### config.mk
export PLATFORM = sky130hd
export DESIGN_NAME = trigger_delay_ctrl_mc
export DESIGN_NICKNAME = d
export VERILOG_FILES = /design/src/rtl/trigger_delay_ctrl_mc.sv
export SDC_FILE = /design/constraint.sdc
export NUM_CORES = 1
export LEC_CHECK = 0
export ABC_AREA = 0
export CORE_ASPECT_RATIO = 1.75
export CORE_MARGIN = 8
export CORE_UTILIZATION = 30
export CTS_BUF_LIST = sky130_fd_sc_hd__clkbuf_4 sky130_fd_sc_hd__clkbuf_8 sky130_fd_sc_hd__clkbuf_16
export CTS_CLUSTER_DIAMETER = 80
export DETAILED_ROUTE_END_ITERATION = 6
export GPL_TIMING_DRIVEN = 1
export MAX_ROUTING_LAYER = met4
export SLEW_MARGIN = 20
export SYNTH_ARGS = -nofsm -noshare
export SYNTH_HDL_FRONTEND = slang
export SYNTH_SLANG_ARGS = --single-unit
### constraint.sdc
create_clock -name clk -period 6.64 [get_ports clk]
set_clock_uncertainty 0.05 [all_clocks]
set_input_delay 1.66 -clock clk [delete_from_list [all_inputs] [get_ports clk]]
set_output_delay 1.66 -clock clk [all_outputs]
set_load 0.1 [all_outputs]
### src/rtl/trigger_delay_ctrl_mc.sv
`default_nettype none
// ============================================================================
// Module : trigger_delay_ctrl_mc
// Brief  : UART byte-command controller for NUM_CH trigger-delay channels
//          (delays, edges, trigger counters, readbacks). Define CMD_TIMEOUT_EN
//          to abort partial frames after TIMEOUT_CYC idle cycles.
// Rev    : 1.0  initial release
// ============================================================================
module trigger_delay_ctrl_mc #(
  parameter int NUM_CH      = 4,
  parameter int COARSE_W    = 32,
  parameter int FINE_W      = 16,
  parameter int CNT_W       = 16,
  parameter int TIMEOUT_CYC = 1_000_000
) (
  input  logic                       clk,
  input  logic                       rst,
  input  logic [7:0]                 rx_data,
  input  logic                       rx_valid,
  output logic [7:0]                 tx_data,
  output logic                       tx_en,
  input  logic                       tx_ready,
  input  logic [NUM_CH-1:0]          trig_pulse,
  output logic [NUM_CH*COARSE_W-1:0] coarse_delay,
  output logic [NUM_CH-1:0]          coarse_update,
  output logic [NUM_CH*FINE_W-1:0]   fine_delay,
  output logic [NUM_CH-1:0]          fine_update,
  output logic [NUM_CH*2-1:0]        edge_type,
  output logic                       busy
);

  localparam int         CH_IW      = (NUM_CH > 1) ? $clog2(NUM_CH) : 1;
  localparam int         PAY_W      = (COARSE_W > FINE_W) ? COARSE_W : FINE_W;
  localparam int         RESP_W     = CNT_W + COARSE_W + FINE_W;
  localparam logic [7:0] C_NUM_CH   = 8'(NUM_CH);
  localparam logic [1:0] C_CRS_LAST = 2'(COARSE_W / 8 - 1);
  localparam logic [1:0] C_FIN_LAST = 2'(FINE_W / 8 - 1);
  localparam logic [3:0] C_CRS_LEN  = 4'(COARSE_W / 8);
  localparam logic [3:0] C_FIN_LEN  = 4'(FINE_W / 8);
  localparam logic [3:0] C_STAT_LEN = 4'(RESP_W / 8);

  localparam logic [7:0] C_OP_SET_COARSE  = 8'h01;
  localparam logic [7:0] C_OP_GET_COARSE  = 8'h02;
  localparam logic [7:0] C_OP_SET_EDGE    = 8'h03;
  localparam logic [7:0] C_OP_GET_EDGE    = 8'h04;
  localparam logic [7:0] C_OP_GET_STATUS  = 8'h05;
  localparam logic [7:0] C_OP_RESET_COUNT = 8'h06;
  localparam logic [7:0] C_OP_SET_FINE    = 8'h07;
  localparam logic [7:0] C_OP_GET_FINE    = 8'h08;
  localparam logic [7:0] C_OP_GET_INFO    = 8'h09;

  typedef enum logic [2:0] {
    S_IDLE    = 3'd0,
    S_CHAN    = 3'd1,
    S_PAYLOAD = 3'd2,
    S_APPLY   = 3'd3,
    S_RESP    = 3'd4
  } state_t;

  state_t              state_q, state_d;
  logic [7:0]          op_q, op_d, chan_q, chan_d;
  logic [PAY_W-1:0]    pay_q, pay_d;
  logic [1:0]          pidx_q, pidx_d;
  logic [RESP_W-1:0]   resp_q, resp_d;
  logic [3:0]          rlen_q, rlen_d;
  logic                tx_en_q, tx_en_d;
  logic [7:0]          tx_data_q, tx_data_d;

  logic [COARSE_W-1:0] coarse_q [NUM_CH];
  logic [FINE_W-1:0]   fine_q   [NUM_CH];
  logic [1:0]          edge_q   [NUM_CH];
  logic [CNT_W-1:0]    cnt_q    [NUM_CH];

  logic [PAY_W-1:0]    w_pay_full;
  logic [1:0]          w_last;
  logic                w_load;
  logic [NUM_CH-1:0]   w_mask;
  logic [NUM_CH-1:0]   w_clr;
  logic [1:0]          w_edge_new;
  logic                w_ch_ok;
  logic [CH_IW-1:0]    w_ch_idx;
  logic [RESP_W-1:0]   w_resp;
  logic [3:0]          w_rlen;
  logic                w_timeout;

`ifdef CMD_TIMEOUT_EN
  localparam int TO_W = $clog2(TIMEOUT_CYC + 1);
  logic [TO_W-1:0] to_q;
  logic            w_wait_st;

  assign w_wait_st = (state_q == S_CHAN) || (state_q == S_PAYLOAD);

  always_ff @(posedge clk) begin
    if (rst || rx_valid || !w_wait_st) begin
      to_q <= '0;
    end else begin
      to_q <= to_q + TO_W'(1);
    end
  end

  assign w_timeout = w_wait_st && !rx_valid && (to_q == TO_W'(TIMEOUT_CYC - 1));
`else
  // Feature disabled: the limit is accepted but can never fire.
  assign w_timeout = (TIMEOUT_CYC < 0);
`endif

  // Response image is captured from the channel byte itself, so the first
  // TX byte can go out right after CHAN.
  always_comb begin
    w_ch_ok  = (rx_data < C_NUM_CH);
    w_ch_idx = w_ch_ok ? rx_data[CH_IW-1:0] : '0;
    w_resp   = RESP_W'(8'hEE);
    w_rlen   = 4'd1;
    if (op_q == C_OP_GET_INFO) begin
      w_resp = RESP_W'(C_NUM_CH);
    end else if (w_ch_ok) begin
      case (op_q)
        C_OP_GET_COARSE: begin
          w_resp = RESP_W'(coarse_q[w_ch_idx]);
          w_rlen = C_CRS_LEN;
        end
        C_OP_GET_EDGE:   w_resp = RESP_W'(edge_q[w_ch_idx]);
        C_OP_GET_STATUS: begin
          w_resp = {fine_q[w_ch_idx], coarse_q[w_ch_idx], cnt_q[w_ch_idx]};
          w_rlen = C_STAT_LEN;
        end
        C_OP_GET_FINE: begin
          w_resp = RESP_W'(fine_q[w_ch_idx]);
          w_rlen = C_FIN_LEN;
        end
        default: ;
      endcase
    end
  end

  always_comb begin
    w_pay_full = pay_q;
    w_pay_full[{pidx_q, 3'b000} +: 8] = rx_data;
    w_edge_new = (w_pay_full[7:0] > 8'd3) ? 2'b01 : w_pay_full[1:0];
    case (op_q)
      C_OP_SET_COARSE: w_last = C_CRS_LAST;
      C_OP_SET_FINE:   w_last = C_FIN_LAST;
      default:         w_last = 2'd0;
    endcase
  end

  always_comb begin
    w_mask = '0;
    if (chan_q == 8'hFF) begin
      w_mask = '1;
    end else if (chan_q < C_NUM_CH) begin
      w_mask[chan_q[CH_IW-1:0]] = 1'b1;
    end
  end

  assign w_clr         = (state_q == S_APPLY && op_q == C_OP_RESET_COUNT) ? w_mask : '0;
  assign coarse_update = (state_q == S_APPLY && op_q == C_OP_SET_COARSE)  ? w_mask : '0;
  assign fine_update   = (state_q == S_APPLY && op_q == C_OP_SET_FINE)    ? w_mask : '0;

  always_comb begin
    state_d   = state_q;
    op_d      = op_q;
    chan_d    = chan_q;
    pay_d     = pay_q;
    pidx_d    = pidx_q;
    resp_d    = resp_q;
    rlen_d    = rlen_q;
    tx_en_d   = 1'b0;
    tx_data_d = tx_data_q;
    w_load    = 1'b0;
    case (state_q)
      S_IDLE: begin
        if (rx_valid && rx_data >= C_OP_SET_COARSE && rx_data <= C_OP_GET_INFO) begin
          op_d    = rx_data;
          state_d = S_CHAN;
        end
      end
      S_CHAN: begin
        if (rx_valid) begin
          chan_d = rx_data;
          pay_d  = '0;
          pidx_d = '0;
          case (op_q)
            C_OP_SET_COARSE, C_OP_SET_EDGE, C_OP_SET_FINE: state_d = S_PAYLOAD;
            C_OP_RESET_COUNT: state_d = S_APPLY;
            default: begin
              state_d = S_RESP;
              resp_d  = w_resp;
              rlen_d  = w_rlen;
            end
          endcase
        end
      end
      S_PAYLOAD: begin
        if (rx_valid) begin
          pay_d  = w_pay_full;
          pidx_d = pidx_q + 2'd1;
          if (pidx_q == w_last) begin
            state_d = S_APPLY;
            w_load  = 1'b1;
          end
        end
      end
      S_APPLY: state_d = S_IDLE;
      S_RESP: begin
        // The cycle after a strobe never issues, covering UART ready lag.
        if (tx_en_q && rlen_q == 4'd0) begin
          state_d = S_IDLE;
        end else if (!tx_en_q && tx_ready && rlen_q != 4'd0) begin
          tx_en_d   = 1'b1;
          tx_data_d = resp_q[7:0];
          resp_d    = resp_q >> 8;
          rlen_d    = rlen_q - 4'd1;
        end
      end
      default: state_d = S_IDLE;
    endcase
    if (w_timeout) begin
      state_d = S_IDLE;
    end
  end

  always_ff @(posedge clk) begin
    if (rst) begin
      state_q   <= S_IDLE;
      op_q      <= '0;
      chan_q    <= '0;
      pay_q     <= '0;
      pidx_q    <= '0;
      resp_q    <= '0;
      rlen_q    <= '0;
      tx_en_q   <= 1'b0;
      tx_data_q <= '0;
    end else begin
      state_q   <= state_d;
      op_q      <= op_d;
      chan_q    <= chan_d;
      pay_q     <= pay_d;
      pidx_q    <= pidx_d;
      resp_q    <= resp_d;
      rlen_q    <= rlen_d;
      tx_en_q   <= tx_en_d;
      tx_data_q <= tx_data_d;
    end
  end

  // Settings load on the edge into APPLY so they are visible with the strobe.
  always_ff @(posedge clk) begin
    if (rst) begin
      for (int i = 0; i < NUM_CH; i++) begin
        coarse_q[i] <= '0;
        fine_q[i]   <= '0;
        edge_q[i]   <= 2'b01;
        cnt_q[i]    <= '0;
      end
    end else begin
      for (int i = 0; i < NUM_CH; i++) begin
        if (w_load && w_mask[i]) begin
          case (op_q)
            C_OP_SET_COARSE: coarse_q[i] <= w_pay_full[COARSE_W-1:0];
            C_OP_SET_FINE:   fine_q[i]   <= w_pay_full[FINE_W-1:0];
            C_OP_SET_EDGE:   edge_q[i]   <= w_edge_new;
            default: ;
          endcase
        end
        if (w_clr[i]) begin
          cnt_q[i] <= '0;
        end else if (trig_pulse[i]) begin
          cnt_q[i] <= cnt_q[i] + CNT_W'(1);
        end
      end
    end
  end

  generate
    for (genvar g = 0; g < NUM_CH; g++) begin : g_pack
      assign coarse_delay[g*COARSE_W +: COARSE_W] = coarse_q[g];
      assign fine_delay[g*FINE_W +: FINE_W]       = fine_q[g];
      assign edge_type[g*2 +: 2]                  = edge_q[g];
    end
  endgenerate

  assign tx_en   = tx_en_q;
  assign tx_data = tx_data_q;
  assign busy    = (state_q != S_IDLE);

endmodule
`default_nettype wire

==> impl_summary.txt <==
----------------------------------------------------
[Run status]
  Status ... complete, no violations

[GRT]
  Number of global-route vias before repair ... 16,700
  Pin count of the biggest net entering global routing ... 117
  GR Overflow Total ... 0
  Antenna violations before repair ... 2
  Global-route wire length before repair ... 115,000 µm
  Global router's overall resource usage ... 21.2%

[Route]
  Top Metal Used ... met4
  DRC errors left ... 0
  Number of vias in the routed layout ... 17,100
  First-iteration detailed-routing DRC count ... 1,736
  Met2 wire len ... 39,800 µm
  Remaining antenna violation count after routing ... 0
  Length of the first detailed-routing pass in iterations ... 5
  Via count normalized by instance count ... 5.49
  Met1 routed wirelength after detailed routing ... 29,100 µm
  Total wire length ... 79,800 µm
  Wire length on met3 ... 5500 µm
  Wire length per cell ... 25.6 µm

[Floorplan]
  Std-Cell Rows ... 124
  Starting density of the core ... 30.3%
  # IOs ... 234
  Horizontal die dimension ... 210 µm
  Vertical extent of the die ... 356 µm
  Core Area ... 0.0653 mm²
  Die area ... 0.0748 mm²

[Synthesis]
  Synth top area share ... 40.1%
  Warnings from Yosys ... 0
  Number of distinct library cell variants in the gate-level netlist after synthesis ... 67
  Cell taking the most area after synthesis ... sky130_fd_sc_hd__edfxtp_1
  Synth Area per Inst ... 9.71 µm²
  Synthesized flop and latch total ... 394
  Primary flip-flop cell chosen by synthesis mapping ... sky130_fd_sc_hd__edfxtp_1
  Commonest cells in the synthesized netlist ... sky130_fd_sc_hd__nor2_1, sky130_fd_sc_hd__edfxtp_1, sky130_fd_sc_hd__a21oi_1
  FFs w/ async S/R, synth ... 0%
  Post-Synthesis Net Count ... 2,063
  Gate Count Post-Synth ... 2,038
  Cell types occupying the most area after synthesis ... sky130_fd_sc_hd__edfxtp_1, sky130_fd_sc_hd__dfxtp_1, sky130_fd_sc_hd__nor2_1
  Post-synthesis instance area ... 0.0198 mm²
  Sequential share of the synthesized area ... 53.2%
  Dominant cell by count in the synthesized netlist ... sky130_fd_sc_hd__nor2_1
  Number of flops mapped to enable cells by yosys ... 264

[Clocking]
  Worst-path clk slew ... 60 ps
  Number of buffers on the longest clock path ... 3
  Number of buffers created by CTS ... 40
  CTS tree ... done
  Later-pin clock latency in the skew report ... 560 ps
  Resized cells post-CTS ... 0
  Post-CTS Hold Buffers ... 0
  CTS root buffer ... sky130_fd_sc_hd__clkbuf_16
  Number of buffers inserted by post-CTS setup repair ... 0
  Clock sink total ... 394
  H-tree depth reported by CTS ... 2

[Place]
  Area after DPL ... 0.0229 mm²
  HPWL after DPL ... 59,400 µm
  Placement-stage worst setup slack ... 1580 ps
  Count of buffers inserted at the top-level ports ... 233
  Global placer's final weighted congestion ... 0.952
  Placed cell count ... 3,038

[Critical path]
  Top fanout value on the critical path ... 7
  Cell-by-cell listing of the critical path ... or4_4 > nor4_4 > nand2_1 > nor2_1 > clkdlybuf4s50_1
  Worst setup SP type ... register
  Nature of the critical path endpoint ... output port
  Data arrival time of the worst path ... 3570 ps
  Type of the setup path with the least slack ... reg2out
  Data required, critical path ... 4930 ps
  Critical path's slowest cell ... sky130_fd_sc_hd__clkdlybuf4s50_1
  Family with the most delay on the worst path ... simple AND/OR/NAND/NOR gates
  Number of buffers and inverters on the critical path ... 1
  Slowest stage delay, CP ... 1160 ps

[Power]
  Clock power frac ... 36.2%
  Cell area power density ... 270 mW/mm²
  Proportion of power drawn by flip-flops and latches ... 44.6%
  Combinational share of power ... 19.2%
  Power dissipated by switching net loads ... 2130 µW
  Cell Int Power ... 4430 µW
  Static leakage power ... 0.00811 µW
  Highest ir drop seen on vdd ... 0.162 mV
  Switching power as a share of total power ... 32.5%

[Timing]
  Max-slew violations ... 0
  Post-route worst setup slack ... 1360 ps
  F_max ... 0.189 GHz
  Number of endpoints with negative hold slack in the final report ... 0
  Final critical-path share of the clock period ... 79.6%
  Relative max-transition margin ... 20.6%
  Total Negative Setup Slacks ... 0 ps
  Slew at the pin with the worst max-slew slack ... 1190 ps
  Setup violation total in the final timing report ... 0
  Shortest clock period the worst path allows after layout ... 5280 ps
  Unrepaired setup endpoints after global routing ... false

[Cells and area]
  Post-synthesis to final-layout area growth ... 22.6%
  Filler-free cell count of the finished design ... 3,112
  Total number of nets in the final design ... 2,223
  Post-layout instance area ... 0.0243 mm²
  Fraction of final layout cells with drive strength greater than 1 ... 8.43%

[Hold path]
  Worst hold-check path type ... reg2reg

[Job]
  Max-capacitance violation count ... 0

----------------------------------------------------
## layer usage
metal / vias to the layer above / GRT usage, %
met5: - / -
met4: 0 / 12.8
met3: 181 / 3.29
met2: 806 / 36.0
met1: 8412 / 23.0
li1: 7689 / -
## worst paths after layout
kind | startpoint | endpoint | slack, ps | cells past startpoint
setup / recovery | op_q[4]$_SDFFE_PP0P_ | coarse_update[3] | 1360 | 5
hold reg to reg | chan_q[7]$_SDFFE_PP0P_ | chan_q[7]$_SDFFE_PP0P_ | 420 | 2
setup reg to reg | op_q[4]$_SDFFE_PP0P_ | fine_q[2][15]$_SDFFCE_PN0P_ | 2720 | 6
hold / removal | chan_q[7]$_SDFFE_PP0P_ | chan_q[7]$_SDFFE_PP0P_ | 420 | 2
## stage by stage
step | hold slack (ps) | utilization, % | total power [µW]
floorplan | 395 | - | 3820
global placement | 403 | 35.1 | 4210
detailed placement | 414 | 35.1 | 4220
CTS | 422 | 37.1 | 6570
global route | 447 | 37.2 | 6740
finish | 424 | 37.2 | 6560
## power by group through the flow
| stage | registers (µW) | logic (µW) | clock network [µW] |
|---|---|---|---|
| 3_5_place_dp | 2980 | 1250 | 0 |
| 5_1_grt | 2940 | 1320 | 2480 |
| 2_1_floorplan | 3240 | 580 | 0 |
| 3_3_place_gp | 2970 | 1240 | 0 |
| 6_report | 2930 | 1260 | 2370 |
| 4_1_cts | 2920 | 1250 | 2400 |
## kinds of logic (layout without fill, tap and decap cells)
kind of cell	count (synthesis)	after routing	synth area share (%)
AOI/OAI and AO/OA	437	437	14.5
xor gates and xnor gates	60	60	2.66
adders and majority gates	9	9	0.569
buffers and inverters	202	393	4.52
DFF	394	394	53.2
muxes	81	81	4.32
other	0	1	0
and+or+nand+nor	855	855	20.2
## layout by cell type, fill, tap and decap left out, types with 7 or more instances in the layout
cell,synthesis,layout
sky130_fd_sc_hd__and4_1,7,7
sky130_fd_sc_hd__a211oi_1,29,29
sky130_fd_sc_hd__clkbuf_4,0,8
sky130_fd_sc_hd__a211o_1,19,19
sky130_fd_sc_hd__o21ai_0,39,39
sky130_fd_sc_hd__clkinv_2,0,10
sky130_fd_sc_hd__a32oi_1,10,10
sky130_fd_sc_hd__mux2_2,35,35
sky130_fd_sc_hd__and2_1,9,8
sky130_fd_sc_hd__a41oi_1,25,25
sky130_fd_sc_hd__a22oi_1,11,11
sky130_fd_sc_hd__a2111oi_0,41,41
sky130_fd_sc_hd__nand2_1,70,70
sky130_fd_sc_hd__ha_1,9,9
sky130_fd_sc_hd__o22ai_1,51,51
sky130_fd_sc_hd__a31oi_1,34,30
sky130_fd_sc_hd__xnor2_1,22,22
sky130_fd_sc_hd__nand2b_1,13,13
sky130_fd_sc_hd__inv_1,43,43
sky130_fd_sc_hd__nor3_1,38,37
sky130_fd_sc_hd__nor2b_1,38,38
sky130_fd_sc_hd__and3_1,36,36
sky130_fd_sc_hd__dfxtp_1,130,130
sky130_fd_sc_hd__edfxtp_1,264,264
sky130_fd_sc_hd__clkdlybuf4s50_1,0,230
sky130_fd_sc_hd__clkbuf_16,0,42
sky130_fd_sc_hd__nand3_1,36,36
sky130_fd_sc_hd__mux2i_1,46,46
sky130_fd_sc_hd__nand4b_1,26,26
sky130_fd_sc_hd__a21oi_1,149,148
sky130_fd_sc_hd__buf_4,5,44
sky130_fd_sc_hd__xor2_1,38,38
sky130_fd_sc_hd__nand4_1,16,16
sky130_fd_sc_hd__nor2_1,517,515
sky130_fd_sc_hd__nor3b_1,12,12
## worst reg2reg max path, delay by kind of cell (launching register included)
family,cells,cell delay [ps]
AND/OR/NAND/NOR,4,1950
AO/OA/AOI/OAI,1,910
XOR/XNOR,1,270
flip-flops,1,350
## sequential cells by signal, summed over array words and instances, names as in the netlist
name,flops
resp_q,64
fine_q,64
coarse_q,128
rlen_q,4
edge_q,8
tx_data,8
cnt_q,64
pay_q,32
op_q,8
state_q,3
pidx_q,2
chan_q,8
tx_en,1
## final cells by class
| class | instances | area, µm² |
|---|---|---|
| diodes | 1 | 2.50 |
| clock inverters | 23 | 233 |
| multi-input cells | 1442 | 8460 |
| clock buffers | 50 | 1110 |
| flip-flops and latches | 394 | 10500 |
| repair buffers | 277 | 2670 |
| fillers | 6510 | 41000 |
| well taps | 882 | 1100 |
| inverters | 43 | 161 |
Power figures use the tool's default switching activity.
